===== src/rtl/exp_golomb_ctrl.sv =====
// exp_golomb_ctrl: request sequencer around a combinational Exp-Golomb decoder.
// One syntax element (ue/se/te/me) is handled at a time: the bitstream window is
// captured, the decoder is fed from registers, the result is returned on a
// valid/ready response and the consumed length is forwarded to the bit buffer.
module exp_golomb_ctrl #(
    parameter int MAX_LZ = 15,
    parameter int WIN_W  = 32
) (
    input  logic             clk,
    input  logic             reset_n,
    input  logic             req_valid,
    output logic             req_ready,
    input  logic [1:0]       req_type,
    input  logic [2:0]       req_max_minus1,
    input  logic             req_intra4x4,
    input  logic [WIN_W-1:0] bs_data,
    input  logic             bs_valid,
    output logic             bs_forward_en,
    output logic [4:0]       bs_forward_len,
    output logic [WIN_W-2:0] dec_data,
    output logic [3:0]       dec_zeros,
    output logic [2:0]       dec_max_minus1,
    output logic             dec_te_sel,
    output logic             dec_intra4x4,
    input  logic [15:0]      dec_ue,
    input  logic [15:0]      dec_se,
    input  logic [9:0]       dec_te,
    input  logic [3:0]       dec_cbp_luma,
    input  logic [1:0]       dec_cbp_chroma,
    input  logic [4:0]       dec_len,
    output logic             rsp_valid,
    input  logic             rsp_ready,
    output logic [15:0]      rsp_value,
    output logic [5:0]       rsp_cbp,
    output logic [4:0]       rsp_len,
    output logic             rsp_err,
    output logic             err_sticky
);

    localparam logic [1:0] TYPE_UE = 2'd0;
    localparam logic [1:0] TYPE_SE = 2'd1;
    localparam logic [1:0] TYPE_TE = 2'd2;
    localparam logic [1:0] TYPE_ME = 2'd3;

    typedef enum logic [1:0] {
        IDLE   = 2'd0,
        DECODE = 2'd1,
        RESP   = 2'd2
    } state_e;

    state_e state_q, state_d;

    logic [1:0]       reqType_q,   reqType_d;
    logic [2:0]       maxMinus1_q, maxMinus1_d;
    logic             intra_q,     intra_d;
    logic [WIN_W-1:0] window_q,    window_d;
    logic [3:0]       lz_q,        lz_d;
    logic [15:0]      rspValue_q,  rspValue_d;
    logic [5:0]       rspCbp_q,    rspCbp_d;
    logic [4:0]       rspLen_q,    rspLen_d;
    logic             rspErr_q,    rspErr_d;
    logic             errSticky_q, errSticky_d;

    logic       accept;
    logic [3:0] capLz;
    logic       zeroHi;
    logic       shortTe;
    logic       decErr;
    logic       fwdOk;
    logic       unused_winLsb;

    // The longest legal code is 31 bits, so the window LSB never reaches the decoder.
    assign unused_winLsb = window_q[0];

    assign accept  = req_valid && bs_valid;
    assign zeroHi  = (window_q[WIN_W-1:WIN_W-16] == 16'd0);
    assign shortTe = (reqType_q == TYPE_TE) && (maxMinus1_q <= 3'd1);
    assign decErr  = (zeroHi && !shortTe) || ((reqType_q == TYPE_ME) && (dec_ue > 16'd47));
    assign fwdOk   = !decErr && (dec_len != 5'd0);

    // Count leading zeros of the incoming window's top half, saturating at MAX_LZ.
    always_comb begin
        capLz = 4'(MAX_LZ);
        for (int i = 0; i < 16; i++) begin
            if (bs_data[WIN_W-16+i]) begin
                capLz = 4'(15 - i);
            end
        end
    end

    // State register; an asynchronous reset abandons whatever request was in flight.
    always_ff @(posedge clk or negedge reset_n) begin
        if (!reset_n) begin
            state_q <= IDLE;
        end else begin
            state_q <= state_d;
        end
    end

    // Next-state logic: capture, one decode cycle, then hold the response until taken.
    always_comb begin
        state_d = state_q;
        case (state_q)
            IDLE:    if (accept) state_d = DECODE;
            DECODE:  state_d = RESP;
            RESP:    if (rsp_ready) state_d = IDLE;
            default: state_d = IDLE;
        endcase
    end

    // Control outputs derived from the current state.
    always_comb begin
        req_ready      = (state_q == IDLE);
        rsp_valid      = (state_q == RESP);
        bs_forward_en  = (state_q == DECODE) && fwdOk;
        bs_forward_len = ((state_q == DECODE) && fwdOk) ? dec_len : 5'd0;
    end

    // Datapath next values: latch the request in IDLE, sample the decoder in DECODE.
    always_comb begin
        reqType_d   = reqType_q;
        maxMinus1_d = maxMinus1_q;
        intra_d     = intra_q;
        window_d    = window_q;
        lz_d        = lz_q;
        rspValue_d  = rspValue_q;
        rspCbp_d    = rspCbp_q;
        rspLen_d    = rspLen_q;
        rspErr_d    = rspErr_q;
        errSticky_d = errSticky_q;
        if ((state_q == IDLE) && accept) begin
            reqType_d   = req_type;
            maxMinus1_d = req_max_minus1;
            intra_d     = req_intra4x4;
            window_d    = bs_data;
            lz_d        = capLz;
        end
        if (state_q == DECODE) begin
            rspValue_d = 16'd0;
            rspCbp_d   = 6'd0;
            if (decErr) begin
                rspLen_d    = 5'd0;
                rspErr_d    = 1'b1;
                errSticky_d = 1'b1;
            end else begin
                rspLen_d = dec_len;
                rspErr_d = 1'b0;
                case (reqType_q)
                    TYPE_UE: rspValue_d = dec_ue;
                    TYPE_SE: rspValue_d = dec_se;
                    TYPE_TE: rspValue_d = {6'd0, dec_te};
                    TYPE_ME: rspCbp_d   = {dec_cbp_chroma, dec_cbp_luma};
                    default: rspValue_d = 16'd0;
                endcase
            end
        end
    end

    // Datapath registers, all cleared by reset (including the sticky error flag).
    always_ff @(posedge clk or negedge reset_n) begin
        if (!reset_n) begin
            reqType_q   <= 2'd0;
            maxMinus1_q <= 3'd0;
            intra_q     <= 1'b0;
            window_q    <= '0;
            lz_q        <= 4'd0;
            rspValue_q  <= 16'd0;
            rspCbp_q    <= 6'd0;
            rspLen_q    <= 5'd0;
            rspErr_q    <= 1'b0;
            errSticky_q <= 1'b0;
        end else begin
            reqType_q   <= reqType_d;
            maxMinus1_q <= maxMinus1_d;
            intra_q     <= intra_d;
            window_q    <= window_d;
            lz_q        <= lz_d;
            rspValue_q  <= rspValue_d;
            rspCbp_q    <= rspCbp_d;
            rspLen_q    <= rspLen_d;
            rspErr_q    <= rspErr_d;
            errSticky_q <= errSticky_d;
        end
    end

    assign dec_data       = window_q[WIN_W-1:1];
    assign dec_zeros      = lz_q;
    assign dec_max_minus1 = maxMinus1_q;
    assign dec_te_sel     = (reqType_q == TYPE_TE);
    assign dec_intra4x4   = intra_q;

    assign rsp_value  = rspValue_q;
    assign rsp_cbp    = rspCbp_q;
    assign rsp_len    = rspLen_q;
    assign rsp_err    = rspErr_q;
    assign err_sticky = errSticky_q;

endmodule


===== config.mk =====
export PLATFORM = sky130hd
export DESIGN_NAME = exp_golomb_ctrl
export DESIGN_NICKNAME = d
export VERILOG_FILES = /design/src/rtl/exp_golomb_ctrl.sv
export SDC_FILE = /design/constraint.sdc
export NUM_CORES = 1
export LEC_CHECK = 0
export CAP_MARGIN = 40
export CORE_MARGIN = 2
export CORE_UTILIZATION = 42
export DETAILED_ROUTE_END_ITERATION = 12
export PLACE_DENSITY = 0.92
export SLEW_MARGIN = 20
export SYNTH_ARGS = -nofsm -noshare
export SYNTH_HDL_FRONTEND = slang
export SYNTH_SLANG_ARGS = --single-unit
export TNS_END_PERCENT = 30

===== constraint.sdc =====
create_clock -name clk -period 4.77 [get_ports clk]
set_input_delay 0.477 -clock clk [delete_from_list [all_inputs] [get_ports clk]]
set_output_delay 0.477 -clock clk [all_outputs]
set_load 0.05 [all_outputs]

==> flow_metrics.env <==
export IMPL_outcome="finished clean"
export IMPL_layout_worst_path_cycle_share=0.814
export IMPL_async_reset_ff_frac=1.00
export IMPL_power_leakage_nw=2.35
export IMPL_grt_pass1_vias=3106
export IMPL_core_area_um2=7330
export IMPL_cts_hold_buf=1
export IMPL_path_delay_family="simple AND/OR/NAND/NOR gates"
export IMPL_r2r_end="rsp_len[4]"
export IMPL_grt_pass1_wl_um=15400
export IMPL_max_stage_delay_ns=0.80
export IMPL_cts_setup_buffers=0
export IMPL_worstPathArrival_ns=3.41
export IMPL_tns_ns=0
export IMPL_antenna_left=0
export IMPL_drt_pass1_iterations=4
export IMPL_fin_util=0.717
export IMPL_die_y_um=91.5
export IMPL_fin_nets=608
export IMPL_dieWidth_um=91.5
export IMPL_cts_max_level=3
export IMPL_netlist_area_um2=3210
export IMPL_pin_count=173
export IMPL_min_to="dec_intra4x4"
export IMPL_min_path_cells=2
export IMPL_via_count=3085
export IMPL_layout_drive_gt1_share=0.0580
export IMPL_insertion_delay_ns=0.34
export IMPL_setup_viol_count_final=0
export IMPL_root_buffer="clkbuf_8"
export IMPL_postCtsResizedCells=0
export IMPL_final_common_cell="clkdlybuf4s50_1"
export IMPL_crit_path_end_kind="primary output"
export IMPL_ys_flop_type="dfrtp_1"
export IMPL_drc=0
export IMPL_gr_usage_met2=0.403
export IMPL_antenna_found_initial=0
export IMPL_row_count=31
export IMPL_cts_clk_slew_worst_paths_ns=0.08
export IMPL_hpwl_um=7000
export IMPL_dieArea_um2=8370
export IMPL_cts_buffers=9
export IMPL_grt_start_max_net_pins=59
export IMPL_met1_usage=0.278
export IMPL_r2r_setup_slack_ns=2.45
export IMPL_synth_fp_nets=439
export IMPL_yosys_warnings=0
export IMPL_portBuffers=171
export IMPL_grt_total_usage=0.232
export IMPL_worst_path_buf_inv=2
export IMPL_met3_usage=0.0622
export IMPL_grt_setup_unrepaired="false"
export IMPL_r2r_cells=6
export IMPL_wl_per_cell_um=15.6
export IMPL_path_cells="buf_8 -> nor2b_4 -> nor3b_4 -> nor2_2 -> nor3_2 -> and2_1 -> clkdlybuf4s50_1"
export IMPL_initial_core_util=0.438
export IMPL_initialDrtViolationCount=145
export IMPL_busiest_layer="met2"
export IMPL_cts_num_sinks=72
export IMPL_critical_path_slowest_cell="clkdlybuf4s50_1"
export IMPL_cts_tree="yes"
export IMPL_min_period_ns=3.88
export IMPL_cts_buffer_depth=2
export IMPL_syn_inst=343
export IMPL_cp_max_fo=12
export IMPL_synth_seq_cells=72
export IMPL_drt_total_wl_um=9580
export IMPL_hold_violations=0
export IMPL_hold_path_class="register to register"
export IMPL_powerDensity_nw_per_um2=518
export IMPL_max_clock_freq_mhz=258
export IMPL_vdd_ir_drop_max_mv=0.266
export IMPL_area_delta_synth_final_pct=63.4
export IMPL_maxCapViolCount=0
export IMPL_skew_ns=0.0128
export IMPL_worstPathRequired_ns=4.29
export IMPL_path_class="register to primary output"
export IMPL_tightest_slew_ns=0.635
export IMPL_gr_total_overflow=0
export IMPL_worstHoldStart="dec_intra4x4"
export IMPL_via_per_inst=5.01
export IMPL_maxSlewViolCount=0
export IMPL_diodes=0
export IMPL_gp_congestion=0.796
export IMPL_ys_seq_area_frac=0.561
export IMPL_final_cell_mix="170 x clkdlybuf4s50_1, 126 x nand2_1, 72 x dfrtp_1"
export IMPL_relSlewSlack=0.574
export IMPL_reg2reg_from="reqType_q[0]"
export IMPL_start_kind="register"
export IMPL_synth_edf_count=0
export IMPL_avgSynthCellArea_um2=9.37
export IMPL_synthDistinctLibCells=32
==> registers in the layout, indices dropped and copies added, names as in the netlist, 2 cells and up <==
signal,cells
dec_max_minus1,3
rsp_value,16
window_q,31
reqType_q,2
dec_zeros,4
state_q,2
rsp_cbp,6
rsp_len,5
==> worst max path at each step <==
stage                       from           endpoint  slack, ns  depth (start not counted)
global route        reqType_q[0]  bs_forward_len[1]       0.71                          7
finish              reqType_q[0]  bs_forward_len[1]       0.89                          7
detailed placement    dec_ue[14]  bs_forward_len[1]       1.15                          6
floorplan           window_q[17]  bs_forward_len[0]       2.44                          6
CTS                 reqType_q[0]  bs_forward_len[1]       0.86                          7
global placement      dec_ue[14]  bs_forward_len[0]       1.20                          6
==> cell type report <==
| type | count | area [um^2] |
|---|---|---|
| inverter | 5 | 18.8 |
| clock inverter | 7 | 72.6 |
| fill | 529 | 2080 |
| multi-input combinational | 248 | 1320 |
| tap | 99 | 124 |
| clock buffer | 9 | 124 |
| timing repair buffer | 176 | 1790 |
| sequential | 72 | 1800 |
==> power by group <==
part	internal, mW	leakage (nW)	switching [mW]
logic	0.478	1.35	0.876
registers	0.773	0.909	0.117
clock network	0.241	0.0952	0.237
total	1.49	2.35	1.23
==> layer usage <==
layer | up-vias | wire (um)
li1 | 1493 | -
met1 | 1447 | 3850
met2 | 131 | 4850
met3 | 14 | 724
met4 | 0 | 151
met5 | - | 0
==> stage by stage <==
step                      setup WS [ns]  power (mW)  cells  area, um^2  hold WS (ns)
after detailed placement           1.15        2.26    599        5050         0.361
after global placement             1.20        2.21    596        4980         0.457
after floorplan                    2.44        1.73    343        3210         0.181
after global routing              0.713        2.85    616        5250         0.496
final                             0.887        2.72    616        5250         0.478
after CTS                         0.860        2.74    616        5250         0.481
==> cells by family after synthesis <==
group / Yosys count / synth area share
mux: 16 / 0.0498
compound gates: 58 / 0.122
flops: 72 / 0.561
buf+inv: 23 / 0.0300
simple gates: 174 / 0.237
==> synth_stat cells (2+ instances only) <==
library cell  count  share of area
dfrtp_1          72           0.56
nor3_1            3         0.0047
buf_2             2         0.0031
nor4_1            7          0.014
a21oi_1          16          0.025
a22o_1           12          0.033
mux2i_1          16          0.050
nor2_1           18          0.021
nand2b_1          4         0.0078
a211oi_1          2         0.0047
o31ai_1          17          0.040
buf_1             2         0.0023
and2_1            5         0.0097
nand3_1           2         0.0031
nand2_1         126           0.15
clkbuf_1         13          0.015
inv_1             4         0.0047
or4_1             2         0.0047
o21ai_0           7          0.011
==> worst min-delay path, cell delays in order (launching register included) <==
cell and delay [ns]:
dfrtp_1 0.35, nand2_1 0.05, nand2_1 0.06
Power figures use the tool's default switching activity.
